===== src/rtl/usb_utmi_pkg.sv =====
// Shared UTMI definitions: transmit FSM states, line encodings and bit-stuffing constants.
package usb_utmi_pkg;

   typedef enum logic [2:0] {
      ST_IDLE,
      ST_SYNC,
      ST_DATA,
      ST_LAST_STUFF,
      ST_EOP_SE0,
      ST_EOP_J
   } tx_state_t;

   // Line levels packed as {dpt, dmt}
   localparam logic [1:0] LINE_J   = 2'b10;
   localparam logic [1:0] LINE_K   = 2'b01;
   localparam logic [1:0] LINE_SE0 = 2'b00;

   localparam logic [7:0] SYNC_BYTE   = 8'h80;
   localparam int         STUFF_LIMIT = 6;

endpackage


===== src/rtl/nrzi_enc.sv =====
// NRZI encoder: holds the J/K level, toggles it on a 0 bit, and drives the registered
// line pair, with overrides for SE0 and for forcing J at end of packet.
module nrzi_enc
   import usb_utmi_pkg::*;
(
   input  logic clk_480mhz,
   input  logic rst,
   input  logic bit_in,
   input  logic bit_vld,
   input  logic force_se0,
   input  logic force_j,
   output logic dpt,
   output logic dmt
);

   logic lvl_k;
   logic lvl_nxt;

   // SE0 leaves the level untouched; the closing J returns it to idle.
   always_comb begin
      lvl_nxt = lvl_k;
      if (force_se0)
         lvl_nxt = lvl_k;
      else if (force_j)
         lvl_nxt = 1'b0;
      else if (bit_vld && !bit_in)
         lvl_nxt = ~lvl_k;
   end

   always_ff @(posedge clk_480mhz) begin
      if (rst) begin
         lvl_k      <= 1'b0;
         {dpt, dmt} <= LINE_J;
      end else begin
         lvl_k      <= lvl_nxt;
         {dpt, dmt} <= force_se0 ? LINE_SE0 : (lvl_nxt ? LINE_K : LINE_J);
      end
   end

endmodule


===== src/rtl/tx_fsm.sv =====
// UTMI transmit path: SYNC, bit-stuffed LSB-first data and EOP, one line bit per clock,
// with a valid/ready byte handshake toward the link layer.
module tx_fsm
   import usb_utmi_pkg::*;
#(
   parameter int W = 8
) (
   input  logic         clk_480mhz,
   input  logic         rst,
   input  logic         tx_valid,
   input  logic [W-1:0] tx_data,
   output logic         tx_ready,
   output logic         tx_active,
   output logic         dpt,
   output logic         dmt
);

   localparam int BW = $clog2(W);

   tx_state_t     state;
   logic [W-1:0]  sr;
   logic [BW-1:0] bit_idx;
   logic [2:0]    ones_cnt;

   logic       in_bits;
   logic       stuff;
   logic       last_bit;
   logic       cur_bit;
   logic       bit_vld;
   logic [2:0] ones_nxt;

   always_comb begin
      in_bits  = (state == ST_SYNC) || (state == ST_DATA);
      stuff    = in_bits && (ones_cnt == 3'(STUFF_LIMIT));
      last_bit = bit_idx == BW'(W - 1);
      cur_bit  = (stuff || state == ST_LAST_STUFF) ? 1'b0 : sr[0];
      bit_vld  = in_bits || (state == ST_LAST_STUFF);
      ones_nxt = (stuff || !cur_bit) ? 3'd0 : ones_cnt + 3'd1;
      tx_ready = in_bits && !stuff && last_bit;
   end

   always_ff @(posedge clk_480mhz) begin
      if (rst) begin
         state     <= ST_IDLE;
         sr        <= '0;
         bit_idx   <= '0;
         ones_cnt  <= '0;
         tx_active <= 1'b0;
      end else begin
         tx_active <= (state != ST_IDLE);
         unique case (state)
            ST_IDLE: begin
               if (tx_valid) begin
                  state    <= ST_SYNC;
                  sr       <= W'(SYNC_BYTE);
                  bit_idx  <= '0;
                  ones_cnt <= '0;
               end
            end
            ST_SYNC, ST_DATA: begin
               ones_cnt <= ones_nxt;
               // A stuff cycle leaves the shift register and bit index where they are.
               if (!stuff) begin
                  if (last_bit) begin
                     bit_idx <= '0;
                     if (tx_valid) begin
                        sr    <= tx_data;
                        state <= ST_DATA;
                     end else if (ones_nxt == 3'(STUFF_LIMIT)) begin
                        state <= ST_LAST_STUFF;
                     end else begin
                        state <= ST_EOP_SE0;
                     end
                  end else begin
                     sr      <= sr >> 1;
                     bit_idx <= bit_idx + BW'(1);
                  end
               end
            end
            ST_LAST_STUFF: begin
               ones_cnt <= '0;
               bit_idx  <= '0;
               state    <= ST_EOP_SE0;
            end
            ST_EOP_SE0: begin
               // bit_idx doubles as the SE0 cycle counter
               if (bit_idx == BW'(1))
                  state <= ST_EOP_J;
               else
                  bit_idx <= bit_idx + BW'(1);
            end
            ST_EOP_J: begin
               bit_idx <= '0;
               state   <= ST_IDLE;
            end
            default: state <= ST_IDLE;
         endcase
      end
   end

   nrzi_enc u_nrzi_enc (
      .clk_480mhz (clk_480mhz),
      .rst        (rst),
      .bit_in     (cur_bit),
      .bit_vld    (bit_vld),
      .force_se0  (state == ST_EOP_SE0),
      .force_j    (state == ST_EOP_J),
      .dpt        (dpt),
      .dmt        (dmt)
   );

endmodule


===== config.mk =====
export PLATFORM = sky130hd
export DESIGN_NAME = tx_fsm
export DESIGN_NICKNAME = d
export VERILOG_FILES = /design/src/rtl/usb_utmi_pkg.sv /design/src/rtl/nrzi_enc.sv /design/src/rtl/tx_fsm.sv
export SDC_FILE = /design/constraint.sdc
export NUM_CORES = 1
export LEC_CHECK = 0
export ABC_AREA = 1
export CORE_MARGIN = 1.5
export CORE_UTILIZATION = 55
export DETAILED_ROUTE_END_ITERATION = 8
export PLACE_DENSITY = 0.85
export SLEW_MARGIN = 15
export SYNTH_ARGS = -nofsm -noshare
export SYNTH_HDL_FRONTEND = slang
export SYNTH_SLANG_ARGS = --single-unit
export TNS_END_PERCENT = 1

===== constraint.sdc =====
create_clock -name clk_480mhz -period 4.1 [get_ports clk_480mhz]
set_clock_uncertainty 0.15 [all_clocks]
set_input_delay 0.82 -clock clk_480mhz [delete_from_list [all_inputs] [get_ports clk_480mhz]]
set_output_delay 0.82 -clock clk_480mhz [all_outputs]
set_load 0.01 [all_outputs]

# Word-level counts from Yosys, hierarchy flattened
# Cells that the tools add are included.
dict set report word_totals {
  output_inout_bits 4
  register_bits 21
  in_bits 11
  word_cells 73
}
dict set report classes {
  bitwise 1
  eq_ne 15
  mux 25
  addsub 2
  reduce_logical 22
}
# operator count
set ops {}
lappend ops {{$mux 3} 11}
lappend ops {{$mux 8} 4}
lappend ops {{$pmux 3 s4} 2}
lappend ops {{$pmux 8 s2} 1}
lappend ops {{$eq 3x3->1 const B} 5}
lappend ops {{$reduce_and 4->1} 3}
lappend ops {{$ne 2x2->1 const B} 5}
lappend ops {{$pmux 3 s3} 1}
lappend ops {{$add 3x1->3 const B} 2}
lappend ops {{$eq 3x1->1 const B} 2}
lappend ops {{$eq 3x2->1 const B} 2}
lappend ops {{$reduce_bool 3->1} 2}
lappend ops {{$reduce_or 2->1} 3}
lappend ops {{$logic_and 1x1->1} 4}
lappend ops {{$logic_or 1x1->1} 4}
lappend ops {{$mux 1} 4}
lappend ops {{$mux 2} 2}
lappend ops {{$reduce_bool 4->1} 1}
lappend ops {{$logic_not 3->1} 1}
lappend ops {{$ne 3x3->1 const B} 1}
lappend ops {{$logic_not 1->1} 2}
lappend ops {{$reduce_and 2->1} 1}
lappend ops {{$reduce_bool 2->1} 1}
lappend ops {{$not 1->1} 1}

# Logic depth before layout (Yosys ltp)
dict set report depth {
  depth_word 14
  mapped_depth 11
  depth_no_buf 11
}

# Hierarchy
# Synthesis repeated with hierarchy kept, for this count alone.
dict set report unflattened {
  hier_cells 193
  area_unflattened_um2 1244.9
}
# module n_inst area_each_um2 seq_area_each_um2 cells_each
set by_module_without_submodules {}
lappend by_module_without_submodules {tx_fsm 1 1118.6 360.3 177}
lappend by_module_without_submodules {nrzi_enc 1 126.4 60.1 16}

# Least setup slack after synthesis
# OpenSTA, ideal clock, no wires.
dict set report synth_path {
  path_kind {flip-flop to output port}
  from {reg bit_idx[0]}
  to {out tx_ready}
  path_stages_with_launch 6
  t_required_ns 3.130
  setup_slack_ns 1.835
  t_arrival_ns 1.295
  n_path_buf 1
  cell_sequence {dfxtp_1 ha_1 ha_1 buf_6 inv_1 nor4_2}
}
dict set report synth_via {
  elab_chain_cells 2
}
# item line_no
set synth_rtl {}
lappend synth_rtl {{from (decl)} tx_fsm.sv:22} ;# logic [BW-1:0] bit_idx;
lappend synth_rtl {{from (signal assigned)} tx_fsm.sv:76} ;# bit_idx <= bit_idx + BW'(1);
lappend synth_rtl {{from (signal assigned)} tx_fsm.sv:90} ;# bit_idx <= bit_idx + BW'(1);
lappend synth_rtl {{$eq 3x3->1} tx_fsm.sv:35} ;# last_bit = bit_idx == BW'(W - 1);
lappend synth_rtl {{$logic_and 1x1->1} tx_fsm.sv:39} ;# tx_ready = in_bits && !stuff && last_bit;
lappend synth_rtl {{to (decl)} tx_fsm.sv:12} ;# output logic tx_ready,
# Every way passes these cells.

# Final worst setup path
# Same ends and word-level chain as after synthesis.

==> results.cfg <==
[placement]
dp_cells = 218
gp_congestion = 0.860
io_buffers = 14
dp_hpwl_mm = 1.82

[timing]
fin_setup_tns_ns = 0
worst_slew_pin_slew_ns = 0.402
setup_viol = 0
max_clock_freq_ghz = 0.296
period_minus_slack_ns = 3.38
fin_crit_sh = 0.825
hold_slack_ns = 0.342
rsz0062_at_grt = no
hold_viol = 0
relSlewSlack = 0.732
final_max_slew_viol_count = 0

[pwr]
irDropWorstVdd_mv = 0.227
p_per_area_nw_per_um2 = 326
power.leakage_uw = 0.000617
power_uw = 453

[clock_tree]
cts.path.max_buffers = 2
htree_num_levels = 1
numClockSinks = 21
clk_pin_slew_worst_paths_ns = 0.12
ctsResizeCount = 0
cts-root-buf = clkbuf_4
cts_hold_buffers = 0
cts_tree = built
clock_latency_ns = 0.30
cts_buffers = 3
post_cts_buffers = 0

[cells_and_area]
final_cell_mix = nand2_1, nor2_1, inv_1, dfxtp_1, o21ai_0
layout-drive-gt1-share = 0.0876
layout.cells.non_filler = 222
nets = 211
final_common_cell = nand2_1
diodes = 0
syn_to_final_growth_pct = 11.8

[grt]
grt_max_degree = 17
grt-ovfl-total = 0
grt_pass1_wl_mm = 4.26
track_usage = 0.210
antenna_found_initial = 0
grt_pass1_vias = 1070

[worst_setup_path]
cp.arrival_ns = 2.41
endpoint = tx_ready
crit_path_cell_trace = ha_1 -> ha_1 -> inv_1 -> nor4_2 -> clkdlybuf4s50_1
path_buf_inv = 2
r2r_cells = 6
critPathSlowestCell = clkdlybuf4s50_1
critPathMaxFanout = 10
r2r_end = state[2]$_SDFFE_PP0P_
cp_top_family = buffers and inverters
endpoint_kind = output pin
reg2reg_slack_ns = 2.13
regToRegStartpoint = bit_idx[0]$_SDFFE_PP0P_
crit_required_ns = 3.13
path_common_cell = ha_1
crit_start = bit_idx[0]$_SDFFE_PP0P_
cpPeakStageDelay_ns = 0.60
cp-start-kind = flop
worstSetupPathType = reg2out
cp_num_cells = 5

[run]
cap_violations = 0

[die]
start_util = 0.574
dieArea_um2 = 2560
die_x_um = 50.6
io-pin-count = 15
core_um2 = 2170
die_h_um = 50.6
placementRows = 17

[route]
drtIter0Drc = 22
wl_per_cell_um = 10.6
post-route-drc-count = 0
drt_pass1_iterations = 4
drt-total-wl_mm = 2.35
vias = 1107
vias_per_cell = 4.99
drtAntennaViolNets = 0

[yosys]
synth_area_um2 = 1240
synthCells = 181
yosys_warnings = 0
postSynthAreaPerCell_um2 = 6.88
yosysSeqAreaShare = 0.338
synth_nets = 197
ys_seq_elements = 21
yosysUniqueCellTypes = 24

[min_path]
hp-class = reg2reg
min-delay-start = bit_idx[2]$_SDFFE_PP0P_

[status]
outcome = completed
worst min-delay path: stages, from the launching register on:
cell and delay [ns]:
dfxtp_1 0.33, inv_1 0.07, a21oi_1 0.06
worst min path at each step:
stage / to / slack [ns] / cells past startpoint
3_5_place_dp: bit_idx[2]$_SDFFE_PP0P_ / 0.32 / 2
4_1_cts: bit_idx[2]$_SDFFE_PP0P_ / 0.34 / 2
6_report: bit_idx[2]$_SDFFE_PP0P_ / 0.34 / 2
2_1_floorplan: bit_idx[2]$_SDFFE_PP0P_ / 0.30 / 2
5_1_grt: bit_idx[2]$_SDFFE_PP0P_ / 0.37 / 2
3_3_place_gp: bit_idx[2]$_SDFFE_PP0P_ / 0.31 / 2
layout make-up:
| class | instances | area (µm²) |
|---|---|---|
| fill | 213 | 778 |
| multi-input combinational | 129 | 672 |
| sequential | 21 | 420 |
| timing repair buffer | 14 | 140 |
| inverter | 26 | 97.6 |
| tap | 28 | 35.0 |
| clock buffer | 4 | 26.3 |
flip-flops by register name, summed over array words and instances, names as in the netlist:
name and flops:
u_nrzi_enc.dmt 1, tx_active 1, u_nrzi_enc.dpt 1, sr 8
u_nrzi_enc.lvl_k 1, state 3, ones_cnt 3, bit_idx 3
cell families (layout without fill, tap and decap cells):
| group | count (synthesis) | after routing | share of synthesized area |
|---|---|---|---|
| buffers and inverters | 31 | 44 | 0.123 |
| flip-flops | 21 | 21 | 0.338 |
| adder cells (fa/ha/maj) | 5 | 5 | 0.0503 |
| AND/OR/NAND/NOR | 100 | 100 | 0.375 |
| AO/OA/AOI/OAI | 24 | 24 | 0.115 |
synth_stat cells:
cell       count  area (µm²)
o21ai_0       15        75.1
nand3_4        1        17.5
nand4_1        2        12.5
nor2_1        34         128
nand2_1       40         150
nor2_4         1        11.3
o21a_1         1        7.51
nand2_4        4        45.0
inv_2          2        7.51
a2bb2oi_1      1        8.76
nand2_2        2        12.5
ha_1           5        62.6
o21ai_1        1        5.00
inv_1         24        90.1
nor4_2         1        12.5
buf_6          2        22.5
buf_8          1        15.0
a21oi_1        5        25.0
a31oi_4        1        21.3
clkbuf_1       1        3.75
clkbuf_8       1        13.8
nor2_2         2        12.5
dfxtp_1       21         420
nand3_1       13        65.1
where the power goes:
part	internal (µW)	total [µW]	switching, µW	leakage, µW
registers	223	233	9.49	0.000172
logic	47.1	121	73.9	0.000430
clock network	37.9	99.3	61.4	0.0000150
routing by layer:
layer	track usage	vias up	wire (µm)
li1	-	592	-
met1	0.260	510	1100
met2	0.375	5	1210
met3	0.0327	0	35
met4	0.0541	0	0
met5	0	-	0
stage by stage:
stage | util | cell area, µm² | worst slack, ns
3_3_place_gp | 0.629 | 1370 | 1.12
3_5_place_dp | 0.629 | 1370 | 1.07
4_1_cts | 0.641 | 1390 | 0.714
2_1_floorplan | - | 1240 | 1.84
5_1_grt | 0.641 | 1390 | 0.547
6_report | 0.641 | 1390 | 0.719
Note: power is estimated with default switching activity, not from simulation.
